**config.mk**
```make
export PLATFORM = sky130hd
export DESIGN_NAME = ksa_engine
export DESIGN_NICKNAME = d
export VERILOG_FILES = /design/src/rtl/ksa_engine.sv
export SDC_FILE = /design/constraint.sdc
export NUM_CORES = 1
export LEC_CHECK = 0
export CAP_MARGIN = 10
export CORE_UTILIZATION = 40
export DETAILED_ROUTE_END_ITERATION = 16
export HOLD_SLACK_MARGIN = 0.06
export PLACE_DENSITY = 0.73
export SLEW_MARGIN = 40
export SYNTH_ARGS = -nofsm -noshare
export SYNTH_HDL_FRONTEND = slang
export SYNTH_SLANG_ARGS = --single-unit
export TNS_END_PERCENT = 20
```
**constraint.sdc**
```tcl
create_clock -name clk -period 7.6 [get_ports clk]
set_clock_uncertainty 0.05 [all_clocks]
set_input_delay 1.52 -clock clk [delete_from_list [all_inputs] [get_ports clk]]
set_output_delay 1.52 -clock clk [all_outputs]
set_load 0.05 [all_outputs]
```
**src/rtl/ksa_engine.sv**
```systemverilog
// RC4 key-scheduling engine over a single-port state RAM: optional S[k]=k init pass, then the swap shuffle.
// Registered Moore outputs; 1 cycle per init write, 6 cycles per shuffle step; abort returns to IDLE at once.
module ksa_engine #(
  parameter int ADDR_W    = 8,
  parameter int KEY_BYTES = 3
) (
  input  logic                   clk,
  input  logic                   rst,
  input  logic                   start,
  input  logic                   init_en,
  input  logic                   abort,
  input  logic [8*KEY_BYTES-1:0] secret_key,
  input  logic [ADDR_W-1:0]      data_in,
  output logic [ADDR_W-1:0]      address,
  output logic [ADDR_W-1:0]      data_out,
  output logic                   wr_en,
  output logic                   task_on,
  output logic                   fin_strobe
);

  localparam int KW = (KEY_BYTES > 1) ? $clog2(KEY_BYTES) : 1;
  localparam logic [ADDR_W:0] LAST = {1'b0, {ADDR_W{1'b1}}};

  typedef enum logic [2:0] {IDLE, INIT, RD_I, LAT_I, RD_J, LAT_J, WR_I, WR_J} state_t;

  state_t                 state, state_nxt;
  logic [ADDR_W:0]        i, i_nxt;
  logic [ADDR_W-1:0]      j, j_nxt;
  logic [ADDR_W-1:0]      si, si_nxt;
  logic [KW-1:0]          k, k_nxt;
  logic [8*KEY_BYTES-1:0] key, key_nxt;
  logic [ADDR_W-1:0]      addr_nxt, dout_nxt;
  logic                   wr_nxt, busy_nxt, fin_nxt;
  logic [7:0]             kb;
  logic [ADDR_W-1:0]      kb_w;

  always_comb begin
    kb = '0;
    for (int b = 0; b < KEY_BYTES; b++)
      if (k == KW'(b)) kb = key[8*(KEY_BYTES-1-b) +: 8];
  end

  // Key byte is zero-extended or truncated to the state width.
  assign kb_w = ADDR_W'(kb);

  always_comb begin
    state_nxt = state;
    i_nxt     = i;
    j_nxt     = j;
    k_nxt     = k;
    si_nxt    = si;
    key_nxt   = key;
    addr_nxt  = address;
    dout_nxt  = data_out;
    wr_nxt    = 1'b0;
    busy_nxt  = 1'b1;
    fin_nxt   = 1'b0;
    case (state)
      IDLE: begin
        busy_nxt = 1'b0;
        if (start && !abort) begin
          key_nxt  = secret_key;
          i_nxt    = '0;
          j_nxt    = '0;
          k_nxt    = '0;
          busy_nxt = 1'b1;
          addr_nxt = '0;
          dout_nxt = '0;
          if (init_en) begin
            state_nxt = INIT;
            wr_nxt    = 1'b1;
          end else begin
            state_nxt = RD_I;
          end
        end
      end
      INIT: begin
        if (i == LAST) begin
          i_nxt     = '0;
          addr_nxt  = '0;
          state_nxt = RD_I;
        end else begin
          i_nxt    = i + 1'b1;
          addr_nxt = i_nxt[ADDR_W-1:0];
          dout_nxt = i_nxt[ADDR_W-1:0];
          wr_nxt   = 1'b1;
        end
      end
      RD_I:  state_nxt = LAT_I;
      LAT_I: begin
        si_nxt    = data_in;
        j_nxt     = j + data_in + kb_w;
        addr_nxt  = j_nxt;
        state_nxt = RD_J;
      end
      RD_J:  state_nxt = LAT_J;
      // data_in here is S[j]; it goes straight into the write-data register.
      LAT_J: begin
        addr_nxt  = i[ADDR_W-1:0];
        dout_nxt  = data_in;
        wr_nxt    = 1'b1;
        state_nxt = WR_I;
      end
      WR_I: begin
        addr_nxt  = j;
        dout_nxt  = si;
        wr_nxt    = 1'b1;
        state_nxt = WR_J;
      end
      WR_J: begin
        i_nxt = i + 1'b1;
        k_nxt = (k == KW'(KEY_BYTES-1)) ? '0 : k + 1'b1;
        if (i == LAST) begin
          state_nxt = IDLE;
          fin_nxt   = 1'b1;
          busy_nxt  = 1'b0;
        end else begin
          addr_nxt  = i_nxt[ADDR_W-1:0];
          state_nxt = RD_I;
        end
      end
      default: state_nxt = IDLE;
    endcase
    if (abort && state != IDLE) begin
      state_nxt = IDLE;
      wr_nxt    = 1'b0;
      busy_nxt  = 1'b0;
      fin_nxt   = 1'b0;
    end
  end

  always_ff @(posedge clk or negedge rst) begin
    if (!rst) begin
      state      <= IDLE;
      i          <= '0;
      j          <= '0;
      k          <= '0;
      si         <= '0;
      key        <= '0;
      address    <= '0;
      data_out   <= '0;
      wr_en      <= 1'b0;
      task_on    <= 1'b0;
      fin_strobe <= 1'b0;
    end else begin
      state      <= state_nxt;
      i          <= i_nxt;
      j          <= j_nxt;
      k          <= k_nxt;
      si         <= si_nxt;
      key        <= key_nxt;
      address    <= addr_nxt;
      data_out   <= dout_nxt;
      wr_en      <= wr_nxt;
      task_on    <= busy_nxt;
      fin_strobe <= fin_nxt;
    end
  end

endmodule
```
After elaboration in Yosys (flattened, before gate mapping)
Index checks and enable logic that the tools add are counted.
Word-level totals
  register bits after elaboration: 73
  input port bits: 37
  output and inout port bits: 19
  logic and storage cells: 81
Cells by class
  add/subtract/negate cells: 4
  equal/unequal tests: 15
  mux-type cells: 32
  reductions and logical operators: 19
Operators by type and width (number)
  two-way mux 8 bit: 6
  one-hot mux 8 bit (6 select lines): 1
  one-hot mux 8 bit (4 select lines): 1
  one-hot mux 9 bit (3 select lines): 1
  one-hot mux 3 bit (8 select lines): 1
  two-way mux 9 bit: 2
  adder 8 bit: 2
  one-hot mux 8 bit (2 select lines): 1
  equality test 3 bit, second input constant: 4
  AND reduction 2 bit: 5
  adder 9 x 1 -> 9 bit, second input constant: 1
  equality test 9 x 8 -> 1 bit, second input constant: 1
  two-way mux 1 bit: 9
  two-way mux 3 bit: 3
  two-way mux 2 bit: 4
  equality test 3 x 2 -> 1 bit, second input constant: 2
  != test 2 bit, second input constant: 3
  != test 3 bit, second input constant: 2
  AND reduction 3 bit: 2
  nonzero test 3 bit: 2
  nonzero test 6 bit: 1
  one-hot mux 2 bit (2 select lines): 1
  nonzero test 2 bit: 2
  nonzero test 4 bit: 1
  11 further kinds: 12

Longest topological paths before layout
  depth after elaboration: 6
  depth in mapped cells: 13
  gate-level depth less buffers: 12

Worst setup path after synthesis
OpenSTA, ideal clock, no wires.
  path type: input -> register
  start: input data_in[1]
  end: register address[2]
  data arrival time: 3.354 ns
  required time: 7.429 ns
  slack: 4.075 ns
  stages: 9
  cell sequence: fa_1 > ha_1 > inv_1 > fa_1 > inv_1 > a22o_1 > a22oi_1 > o21ai_1 > a22o_1
Between the ends
  longest elaborated chain between the ends: 3
RTL lines
  start, declared: RTL line 13  | input logic [ADDR_W-1:0] data_in,
  adder 8 bit (2 in a row): RTL line 92  | j_nxt = j + data_in + kb_w;
  one-hot mux 8 bit (6 select lines): RTL line 58  | case (state)
  end signal, assigned: RTL line 152  | address <= addr_nxt;
  end, declared: RTL line 14  | output logic [ADDR_W-1:0] address,
Every way passes these cells.
A chain may end at the register's enable or synchronous reset.

Worst setup path after layout
  start: input data_in[2]
  end: register address[6]
The elaborated chain is that of the path after synthesis.

==> impl_metrics.csv <==
group,metric,value,unit
power_and_ir_drop,leakagePower,0.00205,uW
cells_and_area,drive_gt1_share,8.17,%
cells_and_area,stdcell_area,0.00488,sq mm
floorplan,die-width,103,um
power_and_ir_drop,power_frac_clock,20.2,%
critical_path,startpoint,"data_in[2]",
critical_path,arrival,3990,ps
detailed_routing,viasPerCell,5.46,
power_and_ir_drop,ir_drop,0.000144,V
clocking,clockBufferDepth,2,
floorplan,row_count,36,
detailed_routing,routed_wl,9700,um
global_route,overflow,0,
critical_path,crit_type,"primary input to flip-flop",
sta,fin_tns_setup,0,ps
job,cap_violations,0,
critical_path,cp-endpoint,"address[6]",
power_and_ir_drop,p_per_area,287,mW/mm^2
power_and_ir_drop,p_seq_share,40.5,%
worst_hold_path,hold_path_class,"flip-flop to flip-flop",
sta,maxSlewViolCount,0,
sta,finalHoldViolCount,0,
global_route,antenna_found_initial,0,
floorplan,io_pins,56,
clocking,worstSkewPairLatency,370,ps
synthesis,post-synth-top-area-fraction,44.9,%
critical_path,rr_endpoint,"address[6]",
cells_and_area,fin_util,49.7,%
clocking,cts_made_buffers,9,
clocking,cts.sinks,73,
power_and_ir_drop,power_switching,542,uW
clocking,cts-resized-gates,0,
critical_path,rr_worst_depth,9,
critical_path,r2r_setup_slack,4160,ps
place,place_area,0.00469,sq mm
synthesis,yosysUniqueCellTypes,60,
place,routabilityCongestion,0.858,
power_and_ir_drop,total_power,1400,uW
synthesis,synthMostInstantiatedCell,"dfrtp_1",
floorplan,dieArea,0.0106,sq mm
sta,period_needed,3800,ps
synthesis,yosys_warnings,0,
place,dp_hpwl,7110,um
critical_path,r2r-start,"k[0]",
cells_and_area,nFillCells,939,
clocking,post-cts-setup-buffers,0,
critical_path,cp_cell_sequence,"clkdlybuf4s50_1, fa_1, ha_1, a211oi_1, nor4_1, or3b_1, a221o_1",
synthesis,syn-num-nets,454,
synthesis,ys_seq_area_share,44.9,%
run_status,status,"finished, final reports clean",
cells_and_area,layout.nets,502,
critical_path,cpPeakStageDelay,530,ps
sta,period_share,49.9,%
global_route,grt_use_total,20.7,%
detailed_routing,drtIter0Drc,172,
power_and_ir_drop,p_int,856,uW
sta,hold_ws,433,ps
sta,worstMarginPinSlew,768,ps
global_route,grt_pass1_wl,16200,um
critical_path,start_kind,"primary input",
cells_and_area,diodes,0,
detailed_routing,wl_per_cell,16.6,um
clocking,h-tree-depth,3,
clocking,cts_tree,"done",
power_and_ir_drop,pwr-share-comb,39.3,%
synthesis,synth_top_cell_by_area,"dfrtp_1",
synthesis,syn_area,0.00407,sq mm
clocking,root_buffer,"clkbuf_8",
synthesis,syn_avg_cell_area,10.2,sq um
synthesis,netlist_top_cells_count,"73 x dfrtp_1, 64 x nand2_1, 24 x mux2_1",
floorplan,coreArea,0.00982,sq mm
sta,grt_setup_unrepaired,"false",
power_and_ir_drop,p_sw_share,38.8,%
critical_path,critPathRequiredTime,7800,ps
synthesis,synth-main-ff-cell,"dfrtp_1",
global_route,first_global_vias,3222,
sta,slew_headroom,48.8,%
synthesis,postSynthCellCount,400,
sta,finalSetupViolCount,0,
synthesis,synthArstFlopShare,100,%
synthesis,synth_edf_count,0,
cells_and_area,multi_input_area,0.00207,sq mm
clocking,clk_pin_slew_worst_paths,80,ps
synthesis,synth_area_leaders,"dfrtp_1 45%, mux2_1 6.6%, nand2_1 5.9%",
detailed_routing,ant_nets,0,
cells_and_area,seq_area,0.00183,sq mm
global_route,grt_max_degree,74,
detailed_routing,drc,0,
place,io_buffers,55,
floorplan,initial_utilization,41.4,%
sta,fmax,263,MHz
critical_path,end_kind,"flip-flop",
cells_and_area,syn2layout_area_growth,19.8,%
clocking,ctsHoldBuffers,0,
synthesis,ys_ff_latch,73,
detailed_routing,num_vias,3197,
critical_path,cp_max_fo,3,
floorplan,die_h,103,um
detailed_routing,firstDrtPassIters,4,
critical_path,crit_slowest_cell,"fa_1",
[state kept, by name, indices dropped and copies added, names as in the netlist]
register    count
i               9
task_on         1
j               8
fin_strobe      1
wr_en           1
address         8
k               2
state           3
key            24
si              8
data_out        8
[kinds of logic (layout without fill, tap and decap cells)]
kind of cell / count (synthesis) / count (layout) / share of synthesized area (%)
and+or+nand+nor: 123 / 123 / 14.7
AOI/OAI and AO/OA: 108 / 108 / 18.2
DFF: 73 / 73 / 44.9
buffers and inverters: 36 / 89 / 4.43
muxes: 34 / 34 / 9.10
adders and majority gates: 17 / 17 / 6.70
xor gates and xnor gates: 9 / 9 / 1.94
[placed cells by master (no fill, tap or decap), drive strengths merged, types with 4 or more instances in the layout]
cell type      instances
a21o                   6
a21oi                 20
a221o                  5
a22o                   6
a22oi                  7
buf                    5
clkbuf                10
clkdlybuf4s50         54
dfrtp                 73
fa                     8
ha                     9
inv                   15
mux2                  24
mux2i                 10
nand2                 64
nand2b                 6
nand3                  8
nor2                  17
nor2b                  4
o21ai                 33
o22ai                  5
o2bb2ai                5
or3                    5
xnor2                  5
xor2                   4
[power by group through the flow]
stage / combinational [uW] / sequential, uW / clock [uW]
global placement: 528 / 568 / 0
finish: 549 / 566 / 283
detailed placement: 548 / 573 / 0
global route: 613 / 581 / 307
floorplan: 367 / 591 / 0
CTS: 551 / 565 / 288
[critical path, delay by kind of cell]
kind	cells	cell delay [ps]
fa+ha+maj	2	860
compound gates	2	630
simple gates	2	500
buf+inv	1	490
[per-stage QoR]
| step | setup slack [ps] | std cells |
|---|---|---|
| finish | 3800 | 586 |
| global placement | 3430 | 570 |
| global route | 3690 | 586 |
| CTS | 3770 | 586 |
| floorplan | 4080 | 400 |
| detailed placement | 3410 | 570 |
[layer usage]
layer / GRT usage [%] / wire, um / up-vias
li1: - / - / 1525
met1: 26.4 / 4190 / 1559
met2: 34.1 / 4710 / 98
met4: 6.83 / 172 / 0
met3: 5.63 / 627 / 15
met5: 0 / 0 / -
[how the worst min path moves through the flow]
stage	cells past startpoint	startpoint	slack, ps	end
CTS	2	si[5]	430	si[5]
global route	2	si[0]	460	si[0]
global placement	2	si[7]	410	si[7]
floorplan	2	si[6]	390	si[6]
detailed placement	2	si[0]	420	si[0]
finish	2	si[0]	430	si[0]
[final cells by class]
| type | instances | area share, % |
|---|---|---|
| tap | 133 | 3.41 |
| inverter | 14 | 1.08 |
| clock inverter | 6 | 0.872 |
| multi-input combinational | 291 | 42.4 |
| timing repair buffer | 59 | 11.9 |
| clock buffer | 10 | 2.82 |
| sequential | 73 | 37.5 |
No activity file was read; power rests on OpenSTA's default activity.
